===== src/rtl/mmio_access_arbiter_pkg.sv =====
// Shared types and constants for the MMIO bank arbiter.
package mmio_access_arbiter_pkg;

    localparam int unsigned MMIO_PORT_BITS = 3;
    localparam int unsigned MMIO_DATA_BITS = 32;

    typedef enum logic [1:0] {
        IDLE    = 2'd0,
        ACCESS  = 2'd1,
        RESPOND = 2'd2
    } MmioArbState_t;

    typedef struct packed {
        logic                      write;
        logic [MMIO_PORT_BITS-1:0] port;
        logic [MMIO_DATA_BITS-1:0] data;
    } MmioRequest_t;

endpackage


===== src/rtl/mmio_access_arbiter_rr_picker.sv =====
// Two-way round-robin select: a lone valid wins, a conflict goes to the
// requester that was not granted last.
module mmio_rr_picker (
    input  logic [1:0] valids,
    input  logic       last_grant,
    output logic [1:0] grant_c
);

    always_comb begin
        grant_c = valids;
        if (valids == 2'b11) begin
            grant_c = last_grant ? 2'b01 : 2'b10;
        end
    end

endmodule


===== src/rtl/mmio_access_arbiter.sv =====
// Arbitrates two requesters onto the single MMIO bank: one transaction at a
// time, one bank-access cycle, then a one-cycle registered response strobe.
module mmio_access_arbiter
    import mmio_access_arbiter_pkg::*;
#(
    parameter int unsigned PORT_BITS      = MMIO_PORT_BITS,
    parameter int unsigned ADDR_BITS      = 18,
    parameter bit          FIRST_PRIORITY = 1'b0
) (
    input  logic                 clock,
    input  logic                 reset,
    input  logic                 req0Valid,
    input  logic                 req0Write,
    input  logic [PORT_BITS-1:0] req0Port,
    input  logic [31:0]          req0Data,
    input  logic                 req1Valid,
    input  logic                 req1Write,
    input  logic [PORT_BITS-1:0] req1Port,
    input  logic [31:0]          req1Data,
    output logic                 req0Ready,
    output logic                 req1Ready,
    output logic                 rsp0Valid,
    output logic                 rsp1Valid,
    output logic [31:0]          rspData,
    output logic [ADDR_BITS-1:0] backendAddress,
    output logic [31:0]          rs2,
    output logic                 mmioWriteEnable,
    input  logic [31:0]          mmioDataOut
);

    localparam logic [1:0] ST_IDLE    = 2'(IDLE);
    localparam logic [1:0] ST_ACCESS  = 2'(ACCESS);
    localparam logic [1:0] ST_RESPOND = 2'(RESPOND);

    logic [1:0]           state_q;
    logic [1:0]           state_next;
    logic [1:0]           grant_c;
    logic                 in_idle_c;
    logic                 handshake_c;
    logic                 owner_q;
    logic                 last_grant_q;
    logic                 write_q;
    logic [PORT_BITS-1:0] port_q;
    logic [31:0]          data_q;
    logic [31:0]          rsp_data_q;

    mmio_rr_picker u_picker (
        .valids     ({req1Valid, req0Valid}),
        .last_grant (last_grant_q),
        .grant_c    (grant_c)
    );

    // Readys are gated by reset so they drop the instant reset rises.
    assign in_idle_c   = (state_q == ST_IDLE) && !reset;
    assign req0Ready   = in_idle_c & grant_c[0];
    assign req1Ready   = in_idle_c & grant_c[1];
    assign handshake_c = req0Ready | req1Ready;

    always_ff @(posedge clock or posedge reset) begin
        if (reset) begin
            state_q <= ST_IDLE;
        end else begin
            state_q <= state_next;
        end
    end

    always_comb begin
        state_next = state_q;
        case (state_q)
            ST_IDLE:    if (handshake_c) state_next = ST_ACCESS;
            ST_ACCESS:  state_next = ST_RESPOND;
            ST_RESPOND: state_next = ST_IDLE;
            default:    state_next = ST_IDLE;
        endcase
    end

    // Transaction capture on handshake and read-data capture during access.
    always_ff @(posedge clock or posedge reset) begin
        if (reset) begin
            owner_q      <= 1'b0;
            last_grant_q <= !FIRST_PRIORITY;
            write_q      <= 1'b0;
            port_q       <= '0;
            data_q       <= '0;
            rsp_data_q   <= '0;
        end else begin
            if (handshake_c) begin
                owner_q      <= req1Ready;
                last_grant_q <= req1Ready;
                write_q      <= req1Ready ? req1Write : req0Write;
                port_q       <= req1Ready ? req1Port  : req0Port;
                data_q       <= req1Ready ? req1Data  : req0Data;
            end
            if (state_q == ST_ACCESS) begin
                rsp_data_q <= write_q ? 32'd0 : mmioDataOut;
            end
        end
    end

    always_comb begin
        backendAddress  = '0;
        rs2             = '0;
        mmioWriteEnable = 1'b0;
        rsp0Valid       = 1'b0;
        rsp1Valid       = 1'b0;
        if (state_q == ST_ACCESS) begin
            backendAddress  = ADDR_BITS'(port_q);
            rs2             = data_q;
            mmioWriteEnable = write_q;
        end
        if (state_q == ST_RESPOND) begin
            rsp0Valid = !owner_q;
            rsp1Valid = owner_q;
        end
    end

    assign rspData = rsp_data_q;

endmodule


===== config.mk =====
export PLATFORM = sky130hd
export DESIGN_NAME = mmio_access_arbiter
export DESIGN_NICKNAME = d
export VERILOG_FILES = /design/src/rtl/mmio_access_arbiter_pkg.sv /design/src/rtl/mmio_access_arbiter_rr_picker.sv /design/src/rtl/mmio_access_arbiter.sv
export SDC_FILE = /design/constraint.sdc
export NUM_CORES = 1
export LEC_CHECK = 0
export CORE_ASPECT_RATIO = 0.9
export CORE_MARGIN = 1
export CORE_UTILIZATION = 30
export DETAILED_ROUTE_END_ITERATION = 12
export PLACE_DENSITY = 0.72
export SLEW_MARGIN = 5
export SYNTH_ARGS = -nofsm -noshare
export SYNTH_HDL_FRONTEND = slang
export SYNTH_SLANG_ARGS = --single-unit

===== constraint.sdc =====
create_clock -name clock -period 4.6 [get_ports clock]
set_input_delay 0.92 -clock clock [delete_from_list [all_inputs] [get_ports clock]]
set_output_delay 0.92 -clock clock [all_outputs]
set_load 0.03 [all_outputs]

# [Yosys cells after proc, flatten, opt, wreduce, memory -nomap -nowiden]
# Cells that the tools add are included.
# W data, S select, Z words.
[totals] out_inout_bits=87 input_bits=108 register_bits=72 elab_cells=31
[op_classes] reduce_logical=4 mux=13 bitwise_logic=3 n_eq_ne=4
[ops] op="$mux W32" n=3
[ops] op="$mux W2" n=3
[ops] op="$mux W3" n=2
[ops] op="$eq A2 B2 Y1 const B" n=2
[ops] op="$mux W1" n=4
[ops] op="$pmux W2 S2" n=1
[ops] op="$and A1 B1 Y1" n=2
[ops] op="$eq A2 B1 Y1 const B" n=1
[ops] op="$logic_not A1 Y1" n=2
[ops] op="$logic_not A2 Y1" n=1
[ops] op="$ne A2 B2 Y1 const B" n=1
[ops] op="$logic_and A1 B1 Y1" n=1
[ops] op="$or A1 B1 Y1" n=1

# [Longest topological paths before layout]
# Gate-level depths: netlist of run 1.
[logic_depth] depth_word=6 ltp_mapped=7 ltp_nobuf=4

# [Modules after synthesis]
# From an unflattened synthesis of run 1, not the netlist that was laid out.
[unflattened] cells_unflattened=334 hier_area_um2=3520.9
[by_module_without_submodules] mod="mmio_access_arbiter" area_each_um2=3502.1 cells_each=331 n_inst=1
[by_module_without_submodules] mod="mmio_rr_picker" area_each_um2=18.8 cells_each=3 n_inst=1

# [Least setup slack after synthesis of run 1]
# Ideal clock, no wire load.
[synth_path] path_kind="input -> output" startpoint="input reset" endpoint="output req0Ready" path_buffers=2 setup_slack_ns=1.737 arrival_ns=1.943 required_time_ns=3.680 stages=4 cell_sequence="or3_1 > buf_6 > buf_6 > nor2_1"
[synth_between] elab_chain_cells=3
[synth_lines] item="from (decl)" line_no="mmio_access_arbiter.sv:11" text="input logic reset,"
[synth_lines] item="$logic_not A1 Y1 (no line)"
[synth_lines] item="$logic_and A1 B1 Y1" line_no="mmio_access_arbiter.sv:54" text="assign in_idle_c = (state_q == ST_IDLE) && !reset;"
[synth_lines] item="$and A1 B1 Y1" line_no="mmio_access_arbiter.sv:55" text="assign req0Ready = in_idle_c & grant_c[0];"
[synth_lines] item="to (decl)" line_no="mmio_access_arbiter.sv:20" text="output logic req0Ready,"
# Every way passes these cells.

# [Final worst setup path of run 1]
[layout_path] startpoint="input reset" endpoint="output req1Ready"
[layout_between] elab_chain_cells=3
[layout_lines] item="$logic_not A1 Y1 (no line)"
[layout_lines] item="$logic_and A1 B1 Y1" line_no="mmio_access_arbiter.sv:54"
[layout_lines] item="$and A1 B1 Y1" line_no="mmio_access_arbiter.sv:56" text="assign req1Ready = in_idle_c & grant_c[1];"
[layout_lines] item="to (decl)" line_no="mmio_access_arbiter.sv:21" text="output logic req1Ready,"
# Every way passes these cells.

==> tab_implementation.tex, run 1 <==
\begin{tabular}{lr}
\hline
Metric & Value \\
\hline
\multicolumn{2}{l}{\textbf{Run status}} \\
Outcome & finished, final reports clean \\
\multicolumn{2}{l}{\textbf{Clocking}} \\
CTS tree & done \\
Number of buffers created by CTS & 9 \\
Post-cts hold buffer count & 0 \\
Worst-skew pair later-pin latency & 320 ps \\
Number of cells upsized or downsized after cts & 0 \\
H-tree depth reported by CTS & 3 \\
Number of buffers between clock root and the deepest sink & 2 \\
Cell chosen for the clock root & sky130\_fd\_sc\_hd\_\_clkbuf\_16 \\
Post-CTS setup repair buffer count & 0 \\
Count of clock tree sinks & 72 \\
Clock-pin slew on the worst setup and hold paths & 60 ps \\
\multicolumn{2}{l}{\textbf{Worst setup path}} \\
Reg-to-Reg Start & state\_q[1] \\
Worst reg2reg path endpoint & rspData[23] \\
Critical Path Start & reset \\
Worst setup SP type & primary input \\
R2R Setup Slk & 2570 ps \\
Arrival time worst endpoint & 3120 ps \\
Endpoint class of the critical path & primary output \\
Max FO, Critical Path & 19 \\
Critical path type & in -> out \\
Destination of the critical timing path & req1Ready \\
Worst EP required & 3680 ps \\
R2R cell count & 6 \\
\multicolumn{2}{l}{\textbf{Floorplanning}} \\
Die outline area & between 10000 and 15000 um\^{}2 \\
Die width & 119 um \\
Placeable core region & 12000 um\^{}2 \\
Initial Util & 30.8\% \\
Height of the chip & 107 um \\
Row cnt & 38 \\
Boundary pin count & 195 \\
\multicolumn{2}{l}{\textbf{Pwr}} \\
Static leakage & $\sim$2.4 nW \\
Combinational power share & 36.8\% \\
Design internal power & between 0.0015 and 0.002 W \\
Cell Pwr Density & 435 nW/um\^{}2 \\
Clock Power Share & 27.4\% \\
Peak supply drop & 0.000147 V \\
Reg power frac & 35.8\% \\
Share of total power consumed by net switching & 35.3\% \\
Switching component of the power & 0.000892 W \\
\multicolumn{2}{l}{\textbf{Global route}} \\
Pin count of the biggest net entering global routing & 53 \\
Antenna violations before repair & 0 \\
First-pass GRT wire length & 17900 um \\
Vias in the first global route & $\sim$3600 \\
Total track usage & 17.6\% \\
GRT Residual Overflow & 0 \\
\multicolumn{2}{l}{\textbf{Synthesis}} \\
Share of the yosys chip area belonging to registers & approximately half \\
Synth Area in Simple Gates & about a quarter \\
Cell variety after synth & 29 \\
Number of warning messages in the yosys log & 0 \\
Fraction of synthesized cell area in xor and xnor cells & 0\% \\
Synth Area in Adders & 0\% \\
FF+latch count, synth & 72 \\
Multiplexer area fraction after synthesis & 0\% \\
Avg Synthesized Cell Area & about 8.8 um\^{}2 \\
Share of the synthesized area in compound gates (AO/OA/AOI/OAI) & roughly 17\% \\
Synthesized instance count & 421 \\
Synthesized cell area & 3710 um\^{}2 \\
Largest family of logic cells by synthesized area & simple AND/OR/NAND/NOR gates \\
\multicolumn{2}{l}{\textbf{Routing}} \\
Detailed-route via count & 3700 \\
Number of violations reported at the end of detailed-routing iteration 0 & 199 \\
Residual antenna-violating net count after detailed routing & 0 \\
1st-pass router iterations & 4 \\
Detailed-route wire length & 11300 um \\
Routed via count divided by cell count & 4.98 \\
Routed wire per std cell & roughly 15 um \\
DRC errors left & 0 \\
\multicolumn{2}{l}{\textbf{Timing}} \\
Worst hold margin & 467 ps \\
Final critical-path share of the clock period & 87.8\% \\
Count of pins over their slew limit & 0 \\
Minimum clock period & approximately 4000 ps \\
Maximum operating frequency & $\sim$0.25 GHz \\
Worst Tran Pin Value & 1000 ps \\
RSZ-0062 raised after global routing & false \\
Slew headroom & 32.9\% \\
Total negative slack for setup checks & 0 ps \\
Clk\_skew & 6.49 ps \\
Number of setup violations in the final report & 0 \\
Final Hold Fails & 0 \\
\multicolumn{2}{l}{\textbf{Cells and area}} \\
Final net count & 687 \\
Commonest non-fill, non-tap cell in the layout & sky130\_fd\_sc\_hd\_\_clkdlybuf4s50\_1 \\
Fillcell total & 1150 \\
Area growth syn-to-layout & 56.7\% \\
Ant diodes & 0 \\
Area occupied by multi-input gates & between 1500 and 2000 um\^{}2 \\
Leading cell types in the layout, fill and taps excluded & 179 x sky130\_fd\_sc\_hd\_\_clkdlybuf4s50\_1, 71 x sky130\_fd\_sc\_hd\_\_dfrtp\_1, 64 x sky130\_fd\_sc\_hd\_\_nand2\_1 \\
Sequential cell area & 1800 um\^{}2 \\
Layout cell share with drive strength beyond 1 & 5.15\% \\
\multicolumn{2}{l}{\textbf{Place}} \\
Detailed Place HPWL & between 7000 and 8000 um \\
\# port buffers & approximately 180 \\
Placer Congestion & 0.795 \\
\multicolumn{2}{l}{\textbf{Worst hold path}} \\
Min-Delay Path Class & reg -> reg \\
\multicolumn{2}{l}{\textbf{Job}} \\
Max-cap check violation count & 0 \\
\hline
\end{tabular}
## kinds of logic (layout without fill, tap and decap cells)
group / Yosys count / count (layout)
simple gates: 177 / 177
other cells: 1 / 15
buf+inv: 58 / 206
flops: 72 / 72
compound gates: 113 / 113
## layout make-up
cell class / count / area share, %
clock buffer: 10 / 4.11
clock inverter: 5 / 0.969
inverter: 4 / 0.280
multi-input combinational: 305 / 28.3
sequential: 72 / 31.0
tap: 160 / 3.45
timing repair buffer: 187 / 31.9
## routing by layer
metal  part of all wire [%]  track usage [%]  vias to the layer above  wire (um)
li1                       -                -                     1745          -
met1                     44             22.9                     1774       4980
met2                     47             28.7                      169       5310
met3                    7.6             4.87                       12        859
met4                    1.0             4.70                        0        115
met5                      0                0                        -          0
## flip-flops by register name, indices dropped and copies added, names as in the netlist
register,cells
data_q,32
last_grant_q,1
owner_q,1
port_q,3
rspData,32
state_q,2
write_q,1
## cell usage after synthesis
cell	number	area, um^2
sky130_fd_sc_hd__nand3_1	36	180
sky130_fd_sc_hd__dfstp_2	1	26.3
sky130_fd_sc_hd__nand2b_1	1	6.26
sky130_fd_sc_hd__buf_4	16	120
sky130_fd_sc_hd__nor3b_1	1	7.51
sky130_fd_sc_hd__a21bo_1	1	10.0
sky130_fd_sc_hd__nand3b_1	32	240
sky130_fd_sc_hd__o21ai_0	18	90.1
sky130_fd_sc_hd__and3b_1	1	8.76
sky130_fd_sc_hd__or3_1	1	6.26
sky130_fd_sc_hd__buf_6	3	33.8
sky130_fd_sc_hd__conb_1	1	3.75
sky130_fd_sc_hd__o21ai_1	19	95.1
sky130_fd_sc_hd__nor2_1	2	7.51
sky130_fd_sc_hd__inv_2	2	7.51
sky130_fd_sc_hd__nand2_1	64	240
sky130_fd_sc_hd__a21o_1	2	15.0
sky130_fd_sc_hd__clkbuf_1	16	60.1
sky130_fd_sc_hd__dfrtp_1	71	1780
sky130_fd_sc_hd__nor3_4	1	16.3
sky130_fd_sc_hd__nand2_2	1	6.26
sky130_fd_sc_hd__buf_1	1	3.75
sky130_fd_sc_hd__a21boi_2	1	11.3
sky130_fd_sc_hd__and2_1	36	225
sky130_fd_sc_hd__a31oi_1	36	225
sky130_fd_sc_hd__buf_2	18	90.1
sky130_fd_sc_hd__or2_0	1	6.26
sky130_fd_sc_hd__a21oi_1	36	180
sky130_fd_sc_hd__inv_1	2	7.51
## metrics by stage
stage / setup WS [ps] / cells / util (%) / power, W / cell area [um^2]
2_1_floorplan: 1740 / 435 / - / 0.00145 / 3760
3_3_place_gp: 602 / 728 / 45.8 / 0.00183 / 5510
3_5_place_dp: 581 / 728 / 45.8 / 0.00185 / 5510
4_1_cts: 570 / 743 / 48.3 / 0.00256 / 5810
5_1_grt: 513 / 743 / 48.3 / 0.00267 / 5810
6_report: 563 / 743 / 48.3 / 0.00253 / 5810
## power by group through the flow
stage          Sequential [W]  Combinational, W  Clock [W]
5_1_grt              0.000930          0.000998   0.000739
4_1_cts              0.000907          0.000934   0.000714
3_3_place_gp         0.000906          0.000923          0
6_report             0.000906          0.000929   0.000692
3_5_place_dp         0.000917          0.000933          0
2_1_floorplan         0.00103          0.000416          0
## worst max-delay path: stages
cell and delay [ps]:
sky130_fd_sc_hd__clkdlybuf4s50_1 490, sky130_fd_sc_hd__or3_1 650, sky130_fd_sc_hd__nor2_1 310, sky130_fd_sc_hd__clkdlybuf4s50_1 730
## how the worst min path moves through the flow
stage | slack (ps) | end | start | cells after the start
floorplan | 470 | owner_q | owner_q | 1
global placement | 450 | rspData[28] | rspData[28] | 2
global route | 480 | rspData[2] | rspData[2] | 2
finish | 470 | rspData[12] | rspData[12] | 2
detailed placement | 460 | rspData[2] | rspData[2] | 2
CTS | 470 | rspData[2] | rspData[2] | 2
Note: power is estimated with default switching activity, not from simulation.
==> run 2: changes to the inputs <==
--- a/config.mk
+++ b/config.mk
@@ -5,11 +5,14 @@
 export SDC_FILE = /design/constraint.sdc
 export NUM_CORES = 1
 export LEC_CHECK = 0
+export CELL_PAD_IN_SITES_DETAIL_PLACEMENT = 1
+export CELL_PAD_IN_SITES_GLOBAL_PLACEMENT = 1
 export CORE_ASPECT_RATIO = 0.9
 export CORE_MARGIN = 1
 export CORE_UTILIZATION = 30
+export CTS_BUF_LIST = sky130_fd_sc_hd__clkbuf_16
 export DETAILED_ROUTE_END_ITERATION = 12
-export PLACE_DENSITY = 0.72
+export PLACE_DENSITY = 0.94
 export SLEW_MARGIN = 5
 export SYNTH_ARGS = -nofsm -noshare
 export SYNTH_HDL_FRONTEND = slang
==> run 2 against run 1 <==
Clock-buffer cell count decreased by 1. First-iteration DRC count down 9.5%. Hold slack got worse by 4.4 ps. Non-clock buffer count is 2 higher. Maximum frequency up 3.0%. Global-route usage is 2.6 points higher. Wire length grew 13%. Final cell count rose by 0.40%. Critical endpoint is now req0Ready. Largest power group unchanged.
==> tab_implementation.tex, run 2 (synthesis results as in run 1) <==
\begin{tabular}{lr}
\hline
Metric & Value \\
\hline
\multicolumn{2}{l}{\textbf{Run status}} \\
Outcome & finished, final reports clean (unchanged) \\
\multicolumn{2}{l}{\textbf{Worst setup path}} \\
Endpoint class of the critical path & primary output (unchanged) \\
Worst setup SP type & primary input (unchanged) \\
Critical path type & in -> out (unchanged) \\
R2R cell count & 6 (unchanged) \\
Arrival time worst endpoint & 3000 ps (was 3120 ps) \\
R2R Setup Slk & 2640 ps (was 2570 ps) \\
Max FO, Critical Path & 17 (was 19) \\
Worst EP required & 3680 ps (about the same) \\
\multicolumn{2}{l}{\textbf{Global route}} \\
Vias in the first global route & 3929 (was 3562) \\
Met2 track demand over resource & 34.8\% (was 28.7\%) \\
Total track usage & 20.2\% (was 17.6\%) \\
Met3 track utilization from global routing & 4.66\% (was 4.87\%) \\
Met1 global-route usage & 24.7\% (was 22.9\%) \\
Most used routing layer in global routing & met2 (unchanged) \\
First-pass GRT wire length & 20200 um (was 17900 um) \\
GRT Residual Overflow & 0 (unchanged) \\
Pin count of the biggest net entering global routing & 48 (was 53) \\
Antenna violations before repair & 0 (unchanged) \\
\multicolumn{2}{l}{\textbf{Cells and area}} \\
Area occupied by multi-input gates & 1640 um\^{}2 (unchanged) \\
Fillcell total & 1375 (was 1150) \\
Final net count & 689 (was 687) \\
Sequential cell area & 1800 um\^{}2 (unchanged) \\
Commonest non-fill, non-tap cell in the layout & sky130\_fd\_sc\_hd\_\_clkdlybuf4s50\_1 (unchanged) \\
Leading cell types in the layout, fill and taps excluded & 179 x sky130\_fd\_sc\_hd\_\_clkdlybuf4s50\_1, 71 x sky130\_fd\_sc\_hd\_\_dfrtp\_1, 64 x sky130\_fd\_sc\_hd\_\_nand2\_1 (unchanged) \\
Non-Filler Cell Area, Final & 5820 um\^{}2 (was 5810 um\^{}2) \\
Area growth syn-to-layout & 56.9\% (was 56.7\%) \\
Layout cell share with drive strength beyond 1 & 5.46\% (was 5.15\%) \\
Ant diodes & 0 (unchanged) \\
\multicolumn{2}{l}{\textbf{Floorplanning}} \\
Die outline area & 12800 um\^{}2 (unchanged) \\
Row cnt & 38 (unchanged) \\
Placeable core region & 12000 um\^{}2 (unchanged) \\
Boundary pin count & 195 (unchanged) \\
Initial Util & 30.8\% (unchanged) \\
Die width & 119 um (unchanged) \\
Height of the chip & 107 um (unchanged) \\
\multicolumn{2}{l}{\textbf{Worst hold path}} \\
Worst Hold Depth & 2 (unchanged) \\
Min-Delay Path Class & reg -> reg (unchanged) \\
\multicolumn{2}{l}{\textbf{Timing}} \\
Final critical-path share of the clock period & 85.2\% (was 87.8\%) \\
Count of pins over their slew limit & 0 (unchanged) \\
Worst hold margin & 463 ps (was 467 ps) \\
Worst Tran Pin Value & 1000 ps (about the same) \\
Clk\_skew & 6.19 ps (was 6.49 ps) \\
RSZ-0062 raised after global routing & false (unchanged) \\
Slew headroom & 33.0\% (was 32.9\%) \\
Final Hold Fails & 0 (unchanged) \\
Minimum clock period & 3920 ps (was 4040 ps) \\
Maximum operating frequency & 0.255 GHz (was 0.248 GHz) \\
Total negative slack for setup checks & 0 ps (unchanged) \\
Min setup slack post-route & 682 ps (was 563 ps) \\
Number of setup violations in the final report & 0 (unchanged) \\
\multicolumn{2}{l}{\textbf{Clocking}} \\
Post-CTS setup repair buffer count & 0 (unchanged) \\
Post-cts hold buffer count & 0 (unchanged) \\
H-tree depth reported by CTS & 3 (unchanged) \\
Worst-skew pair later-pin latency & 320 ps (about the same) \\
CTS tree & done (unchanged) \\
Number of buffers between clock root and the deepest sink & 2 (unchanged) \\
Number of buffers created by CTS & 9 (unchanged) \\
Clock-pin slew on the worst setup and hold paths & 60 ps (about the same) \\
Number of cells upsized or downsized after cts & 0 (unchanged) \\
Cell chosen for the clock root & sky130\_fd\_sc\_hd\_\_clkbuf\_16 (unchanged) \\
Count of clock tree sinks & 72 (unchanged) \\
\multicolumn{2}{l}{\textbf{Place}} \\
\# port buffers & 179 (unchanged) \\
Detailed Place HPWL & 8920 um (was 7610 um) \\
Post-place instance area & 5530 um\^{}2 (was 5510 um\^{}2) \\
Pre-CTS setup slack & 725 ps (was 581 ps) \\
Placer Congestion & 0.821 (was 0.795) \\
\multicolumn{2}{l}{\textbf{Routing}} \\
Routed wire per std cell & 17.1 um (was 15.2 um) \\
Residual antenna-violating net count after detailed routing & 0 (unchanged) \\
Routed via count divided by cell count & 5.09 (was 4.98) \\
Detailed-route via count & 3798 (was 3700) \\
DRC errors left & 0 (unchanged) \\
Number of violations reported at the end of detailed-routing iteration 0 & 180 (was 199) \\
1st-pass router iterations & 4 (unchanged) \\
Detailed-route wire length & 12700 um (was 11300 um) \\
\multicolumn{2}{l}{\textbf{Pwr}} \\
Static leakage & 2.41 nW (about the same) \\
Peak supply drop & 0.000153 V (was 0.000147 V) \\
Cell Pwr Density & 435 nW/um\^{}2 (about the same) \\
Post-layout power & 0.00253 W (about the same) \\
\multicolumn{2}{l}{\textbf{Job}} \\
Max-cap check violation count & 0 (unchanged) \\
\hline
\end{tabular}
[run 2: cell types whose count changed in the layout (fill, tap and decap cells not counted)]
cell                         change
sky130_fd_sc_hd__buf_4           +2
sky130_fd_sc_hd__clkbuf_8        -1
sky130_fd_sc_hd__clkinv_2        +1
sky130_fd_sc_hd__clkinvlp_4      +1
sky130_fd_sc_hd__inv_1           +1
sky130_fd_sc_hd__inv_6           -1
[run 2: cell type report]
type | instances | share of cell area [%]
sequential | 72 | 31.0
clock inverter | 7 | 1.10
clock buffer | 9 | 3.87
multi-input combinational | 305 | 28.2
inverter | 4 | 0.280
timing repair buffer | 189 | 32.1
tap | 160 | 3.44
[run 2: per-stage QoR]
step,std cells,utilization [%]
finish,746,48.4
global route,746,48.4
CTS,746,48.4
detailed placement,730,46.0
global placement,730,46.0
floorplan,435,-
[run 2: metal layers]
metal / share of wire [%] / vias to the layer above
met2: 49 / 164
met4: 1.7 / 0
met1: 43 / 1868
met5: 0 / -
met3: 6.6 / 18
li1: - / 1748
[run 2: worst paths after layout]
check | endpoint | startpoint
worst max-delay path | req0Ready | reset
worst min-delay path | rspData[4] | rspData[4]
worst max register to register | rspData[15] | state_q[1]
worst min register to register | rspData[4] | rspData[4]
max in group asynchronous | last_grant_q | reset
min in group asynchronous | rspData[1] | reset
[run 2: where the power goes]
part           switching [W]  internal [W]
Clock               0.000266      0.000415
Combinational       0.000536      0.000408
Sequential          0.000107      0.000798
Total               0.000909       0.00162
[run 2: critical path, cell delays in order]
cell	delay, ps
sky130_fd_sc_hd__clkdlybuf4s50_1	490
sky130_fd_sc_hd__or3_1	510
sky130_fd_sc_hd__buf_4	270
sky130_fd_sc_hd__nor2_1	130
sky130_fd_sc_hd__clkdlybuf4s50_1	680
==> run 3: changes to the inputs <==
--- a/config.mk
+++ b/config.mk
@@ -9,10 +9,10 @@
 export CELL_PAD_IN_SITES_GLOBAL_PLACEMENT = 1
 export CORE_ASPECT_RATIO = 0.9
 export CORE_MARGIN = 1
-export CORE_UTILIZATION = 30
+export CORE_UTILIZATION = 28
 export CTS_BUF_LIST = sky130_fd_sc_hd__clkbuf_16
 export DETAILED_ROUTE_END_ITERATION = 12
-export PLACE_DENSITY = 0.94
+export PLACE_DENSITY = 0.89
 export SLEW_MARGIN = 5
 export SYNTH_ARGS = -nofsm -noshare
 export SYNTH_HDL_FRONTEND = slang
==> constraint.sdc (replaced) <==
create_clock -name clock -period 3.7 [get_ports clock]
set_input_delay 0.74 -clock clock [delete_from_list [all_inputs] [get_ports clock]]
set_output_delay 0.74 -clock clock [all_outputs]
set_load 0.03 [all_outputs]
==> run 3 against run 2 <==
Critical path depth decreased by 1. Die area increased by 7.0%. Utilization decreased by 3.5 points. Global-route usage decreased by 0.83 points. Highest routed layer unchanged.
==> tab_implementation.tex, run 3 (synthesis results as in run 1) <==
\begin{tabular}{lr}
\hline
Metric & Value \\
\hline
\multicolumn{2}{l}{\textbf{Run status}} \\
Outcome & finished, final reports clean (unchanged) \\
\multicolumn{2}{l}{\textbf{Pwr}} \\
Peak supply drop & 0.000199 V (was 0.000153 V) \\
Post-layout power & 0.00310 W (was 0.00253 W) \\
Cell Pwr Density & 539 nW/um\^{}2 (was 435 nW/um\^{}2) \\
Static leakage & 2.47 nW (was 2.41 nW) \\
\multicolumn{2}{l}{\textbf{Timing}} \\
Slew headroom & 29.7\% (was 33.0\%) \\
Total negative slack for setup checks & 0 ps (unchanged) \\
Final critical-path share of the clock period & 88.0\% \\
Minimum clock period & 3260 ps \\
Maximum operating frequency & about 0.31 GHz \\
Final Hold Fails & 0 (unchanged) \\
Clk\_skew & 4.02 ps (was 6.19 ps) \\
Count of pins over their slew limit & 0 (unchanged) \\
RSZ-0062 raised after global routing & false (unchanged) \\
Worst Tran Pin Value & 1050 ps (was 1000 ps) \\
Number of setup violations in the final report & 0 (unchanged) \\
\multicolumn{2}{l}{\textbf{Worst hold path}} \\
End point of the most critical hold path & rspData[13] (was rspData[4]) \\
Worst Hold Depth & 2 (unchanged) \\
Hold Startpoint & rspData[13] (was rspData[4]) \\
Min-Delay Path Class & reg -> reg (unchanged) \\
\multicolumn{2}{l}{\textbf{Cells and area}} \\
Non-Filler Cell Area, Final & 5740 um\^{}2 (was 5820 um\^{}2) \\
Layout cell share with drive strength beyond 1 & 11.3\% (was 5.46\%) \\
Fin util & 44.9\% (was 48.4\%) \\
Area growth syn-to-layout & 54.8\% (was 56.9\%) \\
Commonest non-fill, non-tap cell in the layout & sky130\_fd\_sc\_hd\_\_clkdlybuf4s50\_1 (unchanged) \\
Leading cell types in the layout, fill and taps excluded & 142 x sky130\_fd\_sc\_hd\_\_clkdlybuf4s50\_1, 71 x sky130\_fd\_sc\_hd\_\_dfrtp\_1, 64 x sky130\_fd\_sc\_hd\_\_nand2\_1 (was 179 x sky130\_fd\_sc\_hd\_\_clkdlybuf4s50\_1, 71 x sky130\_fd\_sc\_hd\_\_dfrtp\_1, 64 x sky130\_fd\_sc\_hd\_\_nand2\_1) \\
Ant diodes & 0 (unchanged) \\
Final net count & 687 (was 689) \\
\multicolumn{2}{l}{\textbf{Clocking}} \\
H-tree depth reported by CTS & 3 (unchanged) \\
Cell chosen for the clock root & sky130\_fd\_sc\_hd\_\_clkbuf\_16 (unchanged) \\
Worst-skew pair later-pin latency & 340 ps (was 320 ps) \\
Number of cells upsized or downsized after cts & 0 (unchanged) \\
Post-cts hold buffer count & 0 (unchanged) \\
Clock-pin slew on the worst setup and hold paths & 60 ps (about the same) \\
Number of buffers created by CTS & 9 (unchanged) \\
Post-CTS setup repair buffer count & 0 (unchanged) \\
Number of buffers between clock root and the deepest sink & 2 (unchanged) \\
Count of clock tree sinks & 72 (unchanged) \\
CTS tree & done (unchanged) \\
\multicolumn{2}{l}{\textbf{Place}} \\
Detailed Place HPWL & 9190 um (was 8920 um) \\
Post-place instance area & 5480 um\^{}2 (was 5530 um\^{}2) \\
\# port buffers & 179 (unchanged) \\
Placer Congestion & 0.772 (was 0.821) \\
\multicolumn{2}{l}{\textbf{Global route}} \\
First-pass GRT wire length & 20300 um (was 20200 um) \\
Vias in the first global route & 3972 (was 3929) \\
Total track usage & 19.3\% (was 20.2\%) \\
GRT Residual Overflow & 0 (unchanged) \\
Antenna violations before repair & 0 (unchanged) \\
Pin count of the biggest net entering global routing & 73 (was 48) \\
\multicolumn{2}{l}{\textbf{Routing}} \\
Routed wire per std cell & 17.6 um (was 17.1 um) \\
Routed via count divided by cell count & 4.97 (was 5.09) \\
DRC errors left & 0 (unchanged) \\
Number of violations reported at the end of detailed-routing iteration 0 & 98 (was 180) \\
Detailed-route wire length & 13200 um (was 12700 um) \\
Residual antenna-violating net count after detailed routing & 0 (unchanged) \\
1st-pass router iterations & 4 (unchanged) \\
Detailed-route via count & 3721 (was 3798) \\
\multicolumn{2}{l}{\textbf{Floorplanning}} \\
Die width & 123 um (was 119 um) \\
Row cnt & 39 (was 38) \\
Placeable core region & 12800 um\^{}2 (was 12000 um\^{}2) \\
Height of the chip & 111 um (was 107 um) \\
Die outline area & 13700 um\^{}2 (was 12800 um\^{}2) \\
Boundary pin count & 195 (unchanged) \\
Initial Util & 29.0\% (was 30.8\%) \\
\multicolumn{2}{l}{\textbf{Worst setup path}} \\
Slowest library cell on the worst path & sky130\_fd\_sc\_hd\_\_clkdlybuf4s50\_1 (unchanged) \\
R2R Setup Slk & 1590 ps (was 2640 ps) \\
Endpoint class of the critical path & primary output (unchanged) \\
Arrival time worst endpoint & 2520 ps (was 3000 ps) \\
R2R cell count & 6 (unchanged) \\
Worst EP required & 2960 ps (was 3680 ps) \\
Reg-to-Reg Start & state\_q[1] (unchanged) \\
Worst reg2reg path endpoint & rspData[16] (was rspData[15]) \\
List of cells traversed by the critical path & clkdlybuf4s50\_1 > or3\_1 > nor2\_1 > clkdlybuf4s50\_1 (was clkdlybuf4s50\_1 > or3\_1 > buf\_4 > nor2\_1 > clkdlybuf4s50\_1) \\
Most common cell on crit path & sky130\_fd\_sc\_hd\_\_clkdlybuf4s50\_1 (unchanged) \\
Worst setup SP type & primary input (unchanged) \\
Max FO, Critical Path & 3 (was 17) \\
Delay of the slowest cell on the worst path & 680 ps (about the same) \\
Critical path type & in -> out (unchanged) \\
\multicolumn{2}{l}{\textbf{Job}} \\
Max-cap check violation count & 0 (unchanged) \\
\hline
\end{tabular}
[run 3: through the flow]
stage	hold WS, ps	cells	worst slack, ps
floorplan	466	435	1140
global placement	448	732	475
detailed placement	461	732	452
CTS	477	748	437
global route	502	748	391
finish	474	748	442
[run 3: cell type report]
| class | instances | area, um^2 |
|---|---|---|
| Sequential cell | 72 | 1800 |
| Multi-Input combinational cell | 305 | 1640 |
| Clock buffer | 9 | 225 |
| Clock inverter | 7 | 38.8 |
| Fill cell | 1460 | 7050 |
| Tap cell | 164 | 205 |
| Timing Repair Buffer | 187 | 1810 |
| Inverter | 4 | 16.3 |
[run 3: how the worst max path moves through the flow]
| stage | startpoint | end | slack, ps | cells after the start |
|---|---|---|---|---|
| 6_report | reset | req0Ready | 440 | 4 |
| 5_1_grt | reset | req0Ready | 390 | 4 |
| 4_1_cts | reset | req0Ready | 440 | 4 |
| 3_5_place_dp | reset | req0Ready | 450 | 4 |
| 3_3_place_gp | reset | req0Ready | 470 | 4 |
| 2_1_floorplan | reset | data_q[0] | 1140 | 1 |
[run 3: metal layers]
metal	track usage (%)	share of wire (%)	vias up
li1	-	-	1738
met1	22.5	42	1797
met2	33.3	49	168
met3	6.02	7.8	18
met4	6.27	1.6	0
met5	0	0	-
[run 3: report_power, final]
part           internal (W)  switching (W)  total (W)
Clock              0.000446       0.000339   0.000785
Sequential         0.000993       0.000138    0.00113
Combinational      0.000497       0.000682    0.00118
[run 3: worst max-delay path: cells and delay by family]
family	cells	cell delay (ps)
buffers and inverters	2	1170
AND/OR/NAND/NOR	2	610
